$ cat src/rtl/alu_share_arbiter.sv
// Shares one WIDTH-bit ALU between two valid/ready requesters; result is registered one cycle after accept.
// Optional macro ALU_ARB_FIXED_PRIO_EN: req0 always wins conflicts (default: round-robin).
module alu_share_arbiter #(
  parameter int WIDTH = 32
) (
  input  logic             clk,
  input  logic             rst,
  input  logic             req0_valid,
  output logic             req0_ready,
  input  logic [2:0]       req0_ctrl,
  input  logic [WIDTH-1:0] req0_a,
  input  logic [WIDTH-1:0] req0_b,
  input  logic             req1_valid,
  output logic             req1_ready,
  input  logic [2:0]       req1_ctrl,
  input  logic [WIDTH-1:0] req1_a,
  input  logic [WIDTH-1:0] req1_b,
  output logic             rsp_valid,
  input  logic             rsp_ready,
  output logic             rsp_id,
  output logic [WIDTH-1:0] rsp_data,
  output logic             rsp_zero
);

  typedef enum logic {EMPTY = 1'b0, FULL = 1'b1} state_t;

  state_t           state;
  state_t           state_nxt;
  logic             slot_free;
  logic             grant_any;
  logic             grant_id;
  logic [2:0]       sel_ctrl;
  logic [WIDTH-1:0] sel_a;
  logic [WIDTH-1:0] sel_b;
  logic [WIDTH-1:0] alu_res;

`ifndef ALU_ARB_FIXED_PRIO_EN
  logic last_grant;
`endif

  function automatic logic [WIDTH-1:0] alu_op(input logic [2:0] ctrl,
                                              input logic [WIDTH-1:0] a,
                                              input logic [WIDTH-1:0] b);
    logic [WIDTH-1:0] r;
    case (ctrl)
      3'b000:  r = a + b;
      3'b001:  r = a - b;
      3'b010:  r = a & b;
      3'b011:  r = a | b;
      3'b101:  r = {{(WIDTH-1){1'b0}}, ($signed(a) < $signed(b))};
      default: r = '0;
    endcase
    return r;
  endfunction

  assign rsp_valid = (state == FULL);
  assign slot_free = (state == EMPTY) || rsp_ready;

  always_comb begin
    grant_any = 1'b0;
    grant_id  = 1'b0;
    if (!rst && slot_free) begin
      if (req0_valid && req1_valid) begin
        grant_any = 1'b1;
`ifdef ALU_ARB_FIXED_PRIO_EN
        grant_id  = 1'b0;
`else
        grant_id  = ~last_grant;
`endif
      end else if (req0_valid) begin
        grant_any = 1'b1;
        grant_id  = 1'b0;
      end else if (req1_valid) begin
        grant_any = 1'b1;
        grant_id  = 1'b1;
      end
    end
  end

  assign req0_ready = grant_any & ~grant_id;
  assign req1_ready = grant_any & grant_id;

  assign sel_ctrl = grant_id ? req1_ctrl : req0_ctrl;
  assign sel_a    = grant_id ? req1_a    : req0_a;
  assign sel_b    = grant_id ? req1_b    : req0_b;
  assign alu_res  = alu_op(sel_ctrl, sel_a, sel_b);

  // A drain in the same cycle as an accept keeps the slot FULL.
  always_comb begin
    state_nxt = state;
    case (state)
      EMPTY:   if (grant_any) state_nxt = FULL;
      FULL:    if (rsp_ready && !grant_any) state_nxt = EMPTY;
      default: state_nxt = EMPTY;
    endcase
  end

  always_ff @(posedge clk) begin
    if (rst) begin
      state    <= EMPTY;
      rsp_id   <= 1'b0;
      rsp_data <= '0;
      rsp_zero <= 1'b0;
`ifndef ALU_ARB_FIXED_PRIO_EN
      last_grant <= 1'b1;
`endif
    end else begin
      state <= state_nxt;
      if (grant_any) begin
        rsp_id   <= grant_id;
        rsp_data <= alu_res;
        rsp_zero <= (alu_res == '0);
`ifndef ALU_ARB_FIXED_PRIO_EN
        last_grant <= grant_id;
`endif
      end
    end
  end

endmodule

$ cat config.mk
export PLATFORM = sky130hd
export DESIGN_NAME = alu_share_arbiter
export DESIGN_NICKNAME = d
export VERILOG_FILES = /design/src/rtl/alu_share_arbiter.sv
export SDC_FILE = /design/constraint.sdc
export NUM_CORES = 1
export LEC_CHECK = 0
export CORE_MARGIN = 2
export CORE_UTILIZATION = 60
export DETAILED_ROUTE_END_ITERATION = 8
export DONT_BUFFER_PORTS = 1
export GPL_TIMING_DRIVEN = 0
export PLACE_DENSITY = 0.82
export SYNTH_ARGS = -nofsm -noshare
export SYNTH_HDL_FRONTEND = slang
export SYNTH_SLANG_ARGS = --single-unit
$ cat constraint.sdc
create_clock -name clk -period 15.09 [get_ports clk]
set_input_delay 3.018 -clock clk [delete_from_list [all_inputs] [get_ports clk]]
set_output_delay 3.018 -clock clk [all_outputs]
set_load 0.02 [all_outputs]
=== Word level (Yosys, flattened, before mapping) ===
Cells that the tools add are included.

* Logic and storage cells: 41
* Output and inout port bits: 37
* Flip-flop bits (word level): 36
* Input bits: 139

* Reductions and logical operators: 8
* Muxes and demuxes: 14
* Eq/ne operators: 4
* Bitwise operators: 7
* Add/sub/neg operators: 2
* Order comparisons: 1

{| class="wikitable"
|+ Operators by type and width
! kind !! number
|-
| $pmux 32 s5 || 1
|-
| $mux 32 || 2
|-
| $add 32x32->32 || 1
|-
| $and 32x32->32 || 1
|-
| $logic_not 32->1 || 1
|-
| $lt 32x32->1 || 1
|-
| $or 32x32->32 || 1
|-
| $sub 32x32->32 || 1
|-
| $mux 1 || 9
|-
| $eq 3x2->1 const B || 2
|-
| $eq 3x1->1 const B || 1
|-
| $eq 3x3->1 const B || 1
|-
| $logic_and 1x1->1 || 3
|-
| $logic_not 3->1 || 1
|-
| $mux 3 || 1
|-
| $not 1->1 || 3
|-
| $and 1x1->1 || 2
|-
| $logic_not 1->1 || 2
|-
| $pmux 1 s2 || 1
|-
| $logic_or 1x1->1 || 1
|}

=== Longest topological paths before layout ===
Gate-level depths: netlist of the first run.

* Depth after elaboration: 8
* Mapped depth: 21
* Gate-level depth less buffers: 18

=== Worst setup path before layout of the first run ===
Ideal clock, no wire load.

* Kind: input to register
* From: input req1_valid
* To: register rsp_zero
* Stages: 19
* Path slack: 6898 ps
* Path buffers: 3
* Library setup time: 96 ps
* Data required time: 14994 ps
* Data arrival time: 8097 ps
* Cells stage by stage: a21bo_4 > nor3_4 > buf_2 > buf_1 > buf_1 > mux2i_1 > inv_1 > fa_1 > a211oi_2 > o211ai_1 > a41o_1 > a221o_1 > a211oi_2 > o21ai_1 > a211o_1 > a22oi_1 > nand3_1 > or4_1 > o41ai_2

* Cells in the longest elaborated chain, start to end: 8
* Elaborated cells on any way between the ends: 23
* Those cells by class: add/sub: 2; order compare: 1; eq/ne: 4; mux: 11; bitwise: 2; reduce/logical: 3

{| class="wikitable"
|+ RTL lines
! what !! line !! text
|-
| from (decl) || 13 || <nowiki>input logic req1_valid,</nowiki>
|-
| $mux 1 || 73 || <nowiki>end else if (req1_valid) begin</nowiki>
|-
| $mux 1 || 70 || <nowiki>end else if (req0_valid) begin</nowiki>
|-
| $mux 1 || 63 || <nowiki>if (req0_valid && req1_valid) begin</nowiki>
|-
| $mux 1 || 62 || <nowiki>if (!rst && slot_free) begin</nowiki>
|-
| $mux 32, or another cell as far along || 84 || <nowiki>assign sel_a = grant_id ? req1_a : req0_a;</nowiki>
|-
| $sub 32x32->32, or another cell as far along || 47 || <nowiki>3'b001: r = a - b;</nowiki>
|-
| $pmux 32 s5 || 45 || <nowiki>case (ctrl)</nowiki>
|-
| $logic_not 32->1 || 112 || <nowiki>rsp_zero <= (alu_res == '0);</nowiki>
|-
| to (signal assigned) || 112 ||
|-
| to (decl) || 22 || <nowiki>output logic rsp_zero</nowiki>
|}

Parallel ways exist; a longest one is shown, timed or not.
A chain may end at the register's enable or synchronous reset.

=== Final worst setup path of the first run ===
Same ends and word-level chain as after synthesis.

==> flow_summary.toml, run 1 <==
[run_status]
outcome = "finished, final reports clean"

[sta]
rsz0062_at_grt = "no"
setup_viol = 0
relSlewSlack_pct = 19.8
min_period_over_period_pct = 62.7
setup-tns-final_ns = 0
final_max_slew_viol_count = 0
clock_skew_ns = 0.00262
worst_pin_slew_ns = 1.20
finalWorstSetupSlack_ns = 5.63
fin_crit_ns = 9.46
max_clock_freq_mhz = 106
hold_violations = 0

[clock_network]
cts_buffers = 5
post-cts-setup-buffers = 0
clockBufferDepth = 2
cts-resized-gates = 0
clk-insertion-delay-late_ns = 0.28
cts-root-buf = "clkbuf_16"
cts-htree-levels = 2
path_clk_slew_ns = 0.05
cts_tree = "yes"
cts.sinks = 36
hold_buffers = 0

[logic_synthesis]
netlist_area_mm2 = 0.00760
seq_area_frac_synth_pct = 9.48
async_reset_ff_share_pct = 0
ys_seq_elements = 36
ys_warn_count = 0
synthFlopType = "dfxtp_1"
synth_edf_count = 0
yosysUniqueCellTypes = 84
syn_area_per_cell_um2 = 7.26
synthesis.nets = 1294
synthCells = 1046

[power_and_ir_drop]
p_sw_share_pct = 49.1
p_sw_w = 0.000296
pwr_density_cell_mw_per_mm2 = 75.6
internal-power_w = 0.000307
leakage_nw = 3.41
seq_power_share_pct = 21.4
p_clk_share_pct = 17.8
vdd.ir_drop.worst_mv = 0.0453
p_comb_share_pct = 60.8

[global_route]
gr-usage-all-layers_pct = 36.1
grt_max_degree = 11
grt_util_met1_pct = 48.3
top_usage_layer = "met2"
grtUsageMet2_pct = 57.8
grt_pass1_vias = 7478
grt_pass1_wl_um = 38700
antenna_found_initial = 2
met3_usage_pct = 6.54
overflow = 0

[worst_setup_path]
r2r_slack_ns = 7.95
worst_r2r_path_depth = 20
worstSetupStartpointType = "input pin"
timing.rr.start = "rsp_valid$_SDFF_PP0_"
endpoint_kind = "register"
required_ns = 15.28
crit_arrival_ns = 9.65
critical_path.max_fanout = 10
crit_end = "rsp_zero$_SDFFE_PP0P_"
critPathKind = "input pin to register"
cp-startpoint = "req1_valid"
r2r-end = "rsp_zero$_SDFFE_PP0P_"

[placement]
port_buffers = 0
pre_cts_slack_ns = 5.52
hpwl_um = 20200
finalWeightedCongestion = 1.05

[job]
cap_violations = 0

[floorplanning]
die_h_um = 117
start_util_pct = 61.0
die-width_um = 117
dieArea_mm2 = 0.0136
rows = 41
io_pins = 176
core_mm2 = 0.0125

[route]
vias = 8325
first_pass_iters = 6
via_per_inst = 6.78
post-route-drc-count = 0
drtIter0Drc = 955
drt_wl_total_um = 25300
antenna_left = 0
wl_per_cell_um = 20.6

[worst_hold_path]
worstHoldPathType = "register to register"

[layout]
finalNetCount = 1301
area_growth_pct = 4.92
layout-drive-gt1-share_pct = 11.2
final_util_pct = 64.0
## Yosys cell counts (6+ instances only)
cell / number / area (um^2)
a211o_1: 6 / 52.6
a211oi_1: 18 / 135
a21o_1: 7 / 52.6
a21oi_1: 85 / 425
a221o_1: 8 / 80.1
a221oi_1: 6 / 52.6
a31oi_1: 11 / 68.8
buf_1: 6 / 22.5
buf_2: 13 / 65.1
buf_4: 7 / 52.6
clkbuf_1: 39 / 146
dfxtp_1: 36 / 721
ha_1: 107 / 1340
inv_1: 97 / 364
mux2_2: 65 / 732
mux2i_1: 13 / 130
nand2_1: 80 / 300
nand2b_1: 13 / 81.3
nand3_1: 47 / 235
nand4_1: 16 / 100
nor2_1: 71 / 267
nor2b_1: 12 / 75.1
nor3_1: 24 / 120
nor4_1: 10 / 62.6
o211ai_1: 11 / 82.6
o21ai_0: 66 / 330
o21ai_1: 8 / 40.0
o21bai_1: 11 / 82.6
o221ai_1: 10 / 87.6
o31a_1: 6 / 52.6
o31ai_1: 12 / 90.1
xnor2_1: 14 / 123
## worst min path at each step
stage | from | to | slack, ns | depth (start not counted)
floorplan | last_grant$_SDFFE_PP1P_ | last_grant$_SDFFE_PP1P_ | 0.50 | 1
global placement | last_grant$_SDFFE_PP1P_ | last_grant$_SDFFE_PP1P_ | 0.51 | 1
detailed placement | last_grant$_SDFFE_PP1P_ | last_grant$_SDFFE_PP1P_ | 0.53 | 1
CTS | last_grant$_SDFFE_PP1P_ | last_grant$_SDFFE_PP1P_ | 0.54 | 1
global route | rsp_data[14]$_SDFFE_PP0P_ | rsp_data[14]$_SDFFE_PP0P_ | 0.57 | 2
finish | last_grant$_SDFFE_PP1P_ | last_grant$_SDFFE_PP1P_ | 0.54 | 1
## layer usage
metal	vias up	part of all wire, %
li1	3841	-
met1	3790	40
met2	600	43
met3	94	13
met4	0	4.0
met5	-	0
## layout by cell type (no fill, tap or decap), drive strengths merged, types with 16 or more instances in the layout
cell type / instances
mux2: 66
nor3: 25
nand2: 80
nand3: 47
ha: 107
o21ai: 74
nor2: 72
inv: 102
dfxtp: 36
a21oi: 85
buf: 26
clkbuf: 46
nand4: 16
a211oi: 20
## flip-flops by register name, indices dropped and copies added, names as in the netlist
register and count:
rsp_zero 1, rsp_valid 1, rsp_data 32, rsp_id 1
last_grant 1
## worst max-delay path, cell delays in order
cell and delay (ns):
a21bo_4 0.24, nor3_4 0.43, buf_2 0.29, buf_1 0.51, buf_1 0.87, mux2i_1 0.37, inv_1 0.17, fa_1 0.49
a211oi_2 0.29, o211ai_1 0.21, a41o_1 0.38, a221o_1 0.37, a211oi_2 0.30, o21ai_1 0.13, a211o_1 0.30, a22oi_1 0.41
nand3_1 0.14, or4_1 0.44, o41ai_2 0.29
## power by group through the flow
stage / Combinational, W / Sequential [W] / Clock, W
floorplan: 0.000267 / 0.000128 / 0
global placement: 0.000349 / 0.000131 / 0
detailed placement: 0.000351 / 0.000131 / 0
CTS: 0.000354 / 0.000129 / 0.000105
global route: 0.000397 / 0.000131 / 0.000108
finish: 0.000367 / 0.000129 / 0.000107
## per-stage QoR
stage                     power (W)  cells  hold WS (ns)  area, um^2
after global placement     0.000479   1218         0.513        7810
after floorplan            0.000395   1046         0.501        7600
final                      0.000603   1227         0.545        7970
after detailed placement   0.000483   1218         0.525        7820
after global routing       0.000636   1226         0.574        7970
after CTS                  0.000589   1225         0.537        7970
## kinds of logic (layout without fill, tap and decap cells)
| kind of cell | after synthesis | after routing | synth area share, % |
|---|---|---|---|
| XOR/XNOR | 15 | 15 | 1.73 |
| flip-flops | 36 | 36 | 9.48 |
| other | 0 | 2 | 0 |
| multiplexers | 80 | 80 | 11.8 |
| buffers and inverters | 168 | 175 | 8.86 |
| adder cells (fa/ha/maj) | 109 | 109 | 18.1 |
| AND/OR/NAND/NOR | 308 | 308 | 20.3 |
| AO/OA/AOI/OAI | 330 | 330 | 29.7 |
## cell type report
type / instances / area (um^2)
sequential: 36 / 721
multi-input combinational: 842 / 6210
tap: 172 / 215
antenna: 2 / 5.00
fill: 1183 / 4490
inverter: 103 / 387
buffer: 65 / 287
clock buffer: 7 / 153
No activity file was read; power rests on OpenSTA's default activity.
==> run 2: changes to the inputs <==
==> constraint.sdc (replaced) <==
create_clock -name clk -period 9.7 [get_ports clk]
set_input_delay 1.94 -clock clk [delete_from_list [all_inputs] [get_ports clk]]
set_output_delay 1.94 -clock clk [all_outputs]
set_load 0.02 [all_outputs]
==> results of run 2 <==
The final DEF is identical to that of run 1. Status: finished, final reports clean.
Among the figures that moved: setup slack after placement 5.52 ns -> 1.21 ns; setup slack after layout 5.63 ns -> 1.32 ns; register-to-register setup slack 7.95 ns -> 2.56 ns; total power 0.000603 W -> 0.000938 W; worst IR drop on VDD 0.0453 mV -> 0.0705 mV
